### config.mk
export PLATFORM = sky130hd
export DESIGN_NAME = scrambler_66_64
export DESIGN_NICKNAME = d
export VERILOG_FILES = /design/src/rtl/scrambler_66_64.sv
export SDC_FILE = /design/constraint.sdc
export NUM_CORES = 1
export LEC_CHECK = 0
export CAP_MARGIN = 10
export CORE_MARGIN = 2
export CORE_UTILIZATION = 55
export DETAILED_ROUTE_END_ITERATION = 16
export DONT_BUFFER_PORTS = 1
export PLACE_DENSITY = 0.76
export SKIP_LAST_GASP = 1
export SYNTH_ARGS = -nofsm -noshare
export SYNTH_HDL_FRONTEND = slang
export SYNTH_SLANG_ARGS = --single-unit
### constraint.sdc
create_clock -name CLK -period 2.9 [get_ports CLK]
set_input_delay 0 -clock CLK [delete_from_list [all_inputs] [get_ports CLK]]
set_output_delay 0 -clock CLK [all_outputs]
set_load 0.02 [all_outputs]
### src/rtl/scrambler_66_64.sv
// 64b/66b TX self-synchronous scrambler, G(x) = 1 + x^39 + x^58, 64 bits per clock.
// The payload is scrambled and the sync header passes through untouched.
// There is one registered output stage with valid/ready on both sides.
module scrambler_66_64 #(
  parameter logic [57:0] SEED = 58'h3FF_FFFF_FFFF_FFFF
) (
  input  logic        CLK,
  input  logic        rst,
  input  logic        in_valid,
  output logic        in_ready,
  input  logic [63:0] in_data,
  input  logic [1:0]  in_header,
  input  logic        scr_bypass,
  output logic        out_valid,
  input  logic        out_ready,
  output logic [63:0] out_data,
  output logic [1:0]  out_header,
  output logic        hdr_err
);

  // Scrambler history: state_reg[j] is bit j+6 of the previous scrambled word.
  logic [57:0] state_reg;
  logic        out_valid_reg, out_valid_next;
  logic [63:0] out_data_reg, out_data_next;
  logic [1:0]  out_header_reg, out_header_next;
  logic        hdr_err_reg, hdr_err_next;
  logic [57:0] state_next;

  // The scrambled word is split into three slices so that no vector depends on itself:
  // bits 0..38 come only from the history,
  // bits 39..57 fold in the low slice,
  // bits 58..63 fold in the low slice twice.
  logic [38:0] s_lo;
  logic [18:0] s_mid;
  logic [5:0]  s_hi;
  logic [63:0] scr_word;
  logic        accept;
  logic        hdr_bad;

  generate
    for (genvar gi = 0; gi < 39; gi++) begin : g_lo
      assign s_lo[gi] = in_data[gi] ^ state_reg[gi] ^ state_reg[gi+19];
    end
    for (genvar gi = 0; gi < 19; gi++) begin : g_mid
      assign s_mid[gi] = in_data[gi+39] ^ s_lo[gi] ^ state_reg[gi+39];
    end
    for (genvar gi = 0; gi < 6; gi++) begin : g_hi
      assign s_hi[gi] = in_data[gi+58] ^ s_lo[gi+19] ^ s_lo[gi];
    end
  endgenerate

  assign scr_word = {s_hi, s_mid, s_lo};
  assign in_ready = !out_valid_reg || out_ready;
  assign accept   = in_valid && in_ready;
  assign hdr_bad  = (in_header[1] == in_header[0]);

  // Next-state for the output stage and scrambler history; stalls hold everything.
  always_comb begin
    out_valid_next  = out_valid_reg;
    out_data_next   = out_data_reg;
    out_header_next = out_header_reg;
    hdr_err_next    = hdr_err_reg;
    state_next      = state_reg;
    if (accept) begin
      out_valid_next  = 1'b1;
      out_data_next   = scr_bypass ? in_data : scr_word;
      out_header_next = in_header;
      hdr_err_next    = hdr_bad;
      // The history advances even in bypass so scrambling resumes seamlessly.
      state_next      = scr_word[63:6];
    end else if (out_ready) begin
      out_valid_next  = 1'b0;
    end
  end

  // Register the output stage and history; reset drops any held beat.
  always_ff @(posedge CLK) begin
    if (rst) begin
      out_valid_reg  <= 1'b0;
      out_data_reg   <= 64'd0;
      out_header_reg <= 2'd0;
      hdr_err_reg    <= 1'b0;
      state_reg      <= SEED;
    end else begin
      out_valid_reg  <= out_valid_next;
      out_data_reg   <= out_data_next;
      out_header_reg <= out_header_next;
      hdr_err_reg    <= hdr_err_next;
      state_reg      <= state_next;
    end
  end

  assign out_valid  = out_valid_reg;
  assign out_data   = out_data_reg;
  assign out_header = out_header_reg;
  assign hdr_err    = hdr_err_reg;

endmodule

# [After elaboration in Yosys (flattened, before gate mapping)]
# Index checks and enable logic that the tools add are counted.
# Widths: inputs -> output; s select.
[word_totals] reg_bits=126 in_bits=71 elab_cells=141
[op_classes] n_eq_ne=1 n_mux=3 bitwise_logic=128 reduce_logical=4
[op_table] cell="$xor 1x1->1" n=128
[op_table] cell="$mux 64" n=1
[op_table] cell="$mux 1" n=2
[op_table] cell="$reduce_bool 2->1" n=1
[op_table] cell="$eq 1x1->1" n=1
[op_table] cell="$logic_and 1x1->1" n=1
[op_table] cell="$logic_not 1->1" n=1
[op_table] cell="$logic_or 1x1->1" n=1

# [Longest topological paths before layout]
[depth] depth_word=5 depth_mapped=7 depth_no_buf=4

# [Least setup slack after synthesis]
# No wires, ideal clock.
[synth_timing] kind="reg-to-reg" from="reg out_valid_reg (netlist: out_valid)" to="reg state_reg[0]" setup_ps=120 arrival_ps=1361 t_required_ps=2780 path_slack_ps=1419 path_stages_with_launch=7 synth_period_minus_slack_ps=1481 path_cell_list="dfxtp_1 nand2b_4 nand2_1 buf_2 buf_2 nor2_1 a211o_2"
[synth_between] elab_chain_cells=3
[synth_rtl] element="from (decl)" line="23" rtl="logic out_valid_reg, out_valid_next;"
[synth_rtl] element="from (signal assigned)" line="85" rtl="out_valid_reg <= out_valid_next;"
[synth_rtl] element="$logic_not 1->1" line="53" rtl="assign in_ready = !out_valid_reg || out_ready;"
[synth_rtl] element="$logic_or 1x1->1" line="53"
[synth_rtl] element="named net in_ready" line="10" rtl="output logic in_ready,"
[synth_rtl] element="$logic_and 1x1->1" line="54" rtl="assign accept = in_valid && in_ready;"
[synth_rtl] element="to (signal assigned)" line="89" rtl="state_reg <= state_next;"
[synth_rtl] element="to (decl)" line="22" rtl="logic [57:0] state_reg;"
# The timed path passes the listed nets, and every way through them passes these cells.
# A chain may end at the register's enable or synchronous reset.

# [Worst setup path after layout]
[layout_timing] from="reg state_reg[39]" to="reg out_data_reg[59] (netlist: out_data[59])"
[layout_between] elab_chain_cells=4
[layout_rtl] element="$xor 1x1->1" line="42" rtl="assign s_lo[gi] = in_data[gi] ^ state_reg[gi] ^ state_reg[gi+19];"
[layout_rtl] element="$xor 1x1->1 (2 in series)" line="48" rtl="assign s_hi[gi] = in_data[gi+58] ^ s_lo[gi+19] ^ s_lo[gi];"
[layout_rtl] element="$mux 64" line="66" rtl="out_data_next = scr_bypass ? in_data : scr_word;"
[layout_rtl] element="to (signal assigned)" line="86" rtl="out_data_reg <= out_data_next;"
[layout_rtl] element="to (decl)" line="24" rtl="logic [63:0] out_data_reg, out_data_next;"
# Every way passes these cells.

==> reports/qor.csv <==
stage,metric,value,unit
run_status,status,finished clean,
critical_path,cp_data_arrival_time,2.97,ns
clock_network,cts_resized,0,
timing,final-setup-viol-count,0,
clock_network,post-cts-setup-buffer-count,0,
grt,grt_util_all_layers,28.1,%
yosys,synth_cell_types,25,
die,die_h,113,µm
clock_network,cts-root-buf,clkbuf_16,
yosys,synth_cells,699,
yosys,yosysWarnings,0,
layout,final_cells,911,
clock_network,cts.path.max_buffers,2,
critical_path,cp-startpoint,state_reg[39],
critical_path,endpoint,out_data[59],
drt,wl_met2,8770,µm
power,p_leak,3.33,nW
drt,vias_per_cell,5.80,
placement,io_buffer_count,0,
clock_network,cts_inserted_buffers,17,
critical_path,rrSetupSlack,0.29,ns
layout,largest_reg_flops,64,
clock_network,cts_tree,yes,
drt,wl_met3,1140,µm
yosys,yosys-top-cells-area,"dfxtp_1 39%, xnor2_1 17%, nor2_1 7.9%, xnor3_1 6.6%, a211oi_1 4.5%",
timing,worst_pin_slew,0.649,ns
clock_network,cts.sinks,126,
drt,top_layer,met4,
timing,fin_skew,0.00782,ns
critical_path,timing.rr.end,out_data[59],
critical_path,crit_path_start_kind,register,
placement,place.gp.congestion,0.915,
layout,num-fill-cells,819,
yosys,syn_nets,770,
critical_path,worst_r2r_path_depth,6,
drt,vias,5285,
timing,final.period_utilization,90.0,%
drt,wirelength_met1,7210,µm
grt,first_global_vias,5312,
timing,slew_headroom,56.7,%
placement,dp.cells,794,
layout,nets,826,
drt,drt-pass1-iter-count,5,
layout,antenna_cells,0,
drt,ant_nets,0,
yosys,ys_seq_elements,126,
placement,dp_hpwl,11500,µm
critical_path,path_class,reg2reg,
yosys,ys_seq_area_share,38.8,%
die,io_pins,140,
timing,min_period,2.61,ns
die,dieArea,12700,µm²
grt,antenna_found_initial,0,
grt,grt_max_degree,127,
power,p_per_area,748,nW/µm²
timing,maxSlewViolCount,0,
clock_network,cts.htree.levels,4,
yosys,avgSynthCellArea,9.30,µm²
timing,max_freq,0.383,GHz
die,rows,39,
drt,drc,0,
drt,wl,17600,µm
layout,mostFrequentLayoutCell,nor2_1,
power,ir_drop,0.365,mV
yosys,yosys.area.top_type,dfxtp_1,
die,core-area,11500,µm²
die,die_w,113,µm
clock_network,clock_latency,0.42,ns
grt,grt_pass1_wl,27800,µm
drt,first_iter_violations,447,
critical_path,r2r-start,state_reg[39],
timing,setup_tns,0,ns
critical_path,end_kind,register,
timing,grt_setup_unrepaired,false,
run,max_cap_viol_count,0,
grt,overflow,0,
critical_path,required,3.26,ns
timing,hold_viol,0,
yosys,synth_top_area_share,38.8,%
drt,post_drt_wl_per_cell,19.4,µm
critical_path,cp_max_fo,4,
yosys,synth_area,6500,µm²
layout,drive_gt1_share,7.29,%
min_path,hold_path.class,in2reg,
clock_network,clk_pin_slew,0.06,ns
die,start_util,56.7,%
layout,most-common-layout-cells,"136 x nor2_1, 126 x dfxtp_1, 124 x xnor2_1, 83 x dlygate4sd3_1, 39 x a211oi_1",
layout,area_growth,23.6,%
==> report_power, final <==
| group | leakage, nW | total (mW) | internal (mW) | switching (mW) |
|---|---|---|---|---|
| registers | 1.05 | 2.27 | 1.93 | 0.342 |
| clock network | 0.298 | 2.26 | 1.46 | 0.801 |
| logic | 1.98 | 1.47 | 0.749 | 0.722 |
==> stage by stage <==
stage | power [mW] | cell area, µm² | utilization [%] | worst slack (ns) | hold slack [ns]
2_1_floorplan | 3.30 | 6500 | - | 1.42 | 0.129
3_3_place_gp | 3.53 | 6520 | 56.8 | 1.07 | 0.0767
3_5_place_dp | 3.56 | 6520 | 56.8 | 1.01 | 0.0785
4_1_cts | 5.99 | 8020 | 70.0 | 0.308 | 0.000440
5_1_grt | 6.22 | 8030 | 70.0 | 0.209 | 0.0108
6_report | 6.00 | 8030 | 70.0 | 0.291 | 0.00609
==> cell usage after synthesis, drive strengths merged <==
| master | number |
|---|---|
| a21oi | 29 |
| or3 | 6 |
| nand2 | 26 |
| a311oi | 6 |
| buf | 23 |
| xnor3 | 19 |
| dfxtp | 126 |
| clkbuf | 29 |
| and2 | 1 |
| nor3 | 19 |
| a211o | 33 |
| nand2b | 1 |
| inv | 1 |
| a211oi | 39 |
| xnor2 | 129 |
| xor2 | 26 |
| nor2 | 136 |
| o211a | 19 |
| o21ai | 31 |
==> logic make-up after synthesis <==
logic type                count (synthesis)  share of synthesized area (%)
AOI/OAI and AO/OA                       157                           17.9
xor gates and xnor gates                174                           28.0
buffers and inverters                    53                           3.56
DFF                                     126                           38.8
and+or+nand+nor                         189                           11.7
==> what timing repair did <==
item | 4_1_cts | 5_1_grt
hold buffers | 84 | 1
hold endpoints to repair | 126 | 1
endpoints found under the setup margin | 0 | 0
==> final cells by class <==
type / instances / area (µm²) / share of cell area, %
well taps: 143 / 179 / 2.23
multi-input cells: 520 / 3760 / 46.8
clock inverters: 14 / 191 / 2.38
clock buffers: 18 / 439 / 5.47
flip-flops and latches: 126 / 2520 / 31.4
repair buffers: 89 / 941 / 11.7
inverters: 1 / 3.75 / 0.0467
==> critical path, stage by stage (launching register included) <==
cell and delay (ns):
dfxtp_1 0.44, xnor2_1 0.12, xnor2_1 0.42, o21ai_0 0.14, dlygate4sd3_1 0.60, a311oi_2 0.26
dlygate4sd3_1 0.57
==> metal layers <==
metal / GRT usage (%) / vias up
met1: 34.6 / 2534
met5: 0 / -
met4: 11.2 / 0
met2: 47.8 / 197
met3: 6.48 / 42
li1: - / 2512
==> worst min-delay path by stage <==
stage / startpoint / endpoint / cells after the start
5_1_grt: scr_bypass / out_data[24] / 3
4_1_cts: scr_bypass / out_data[24] / 3
2_1_floorplan: in_valid / out_valid / 2
3_3_place_gp: rst / out_valid / 1
6_report: in_data[52] / state_reg[46] / 3
3_5_place_dp: rst / out_valid / 1
Power figures use the tool's default switching activity.
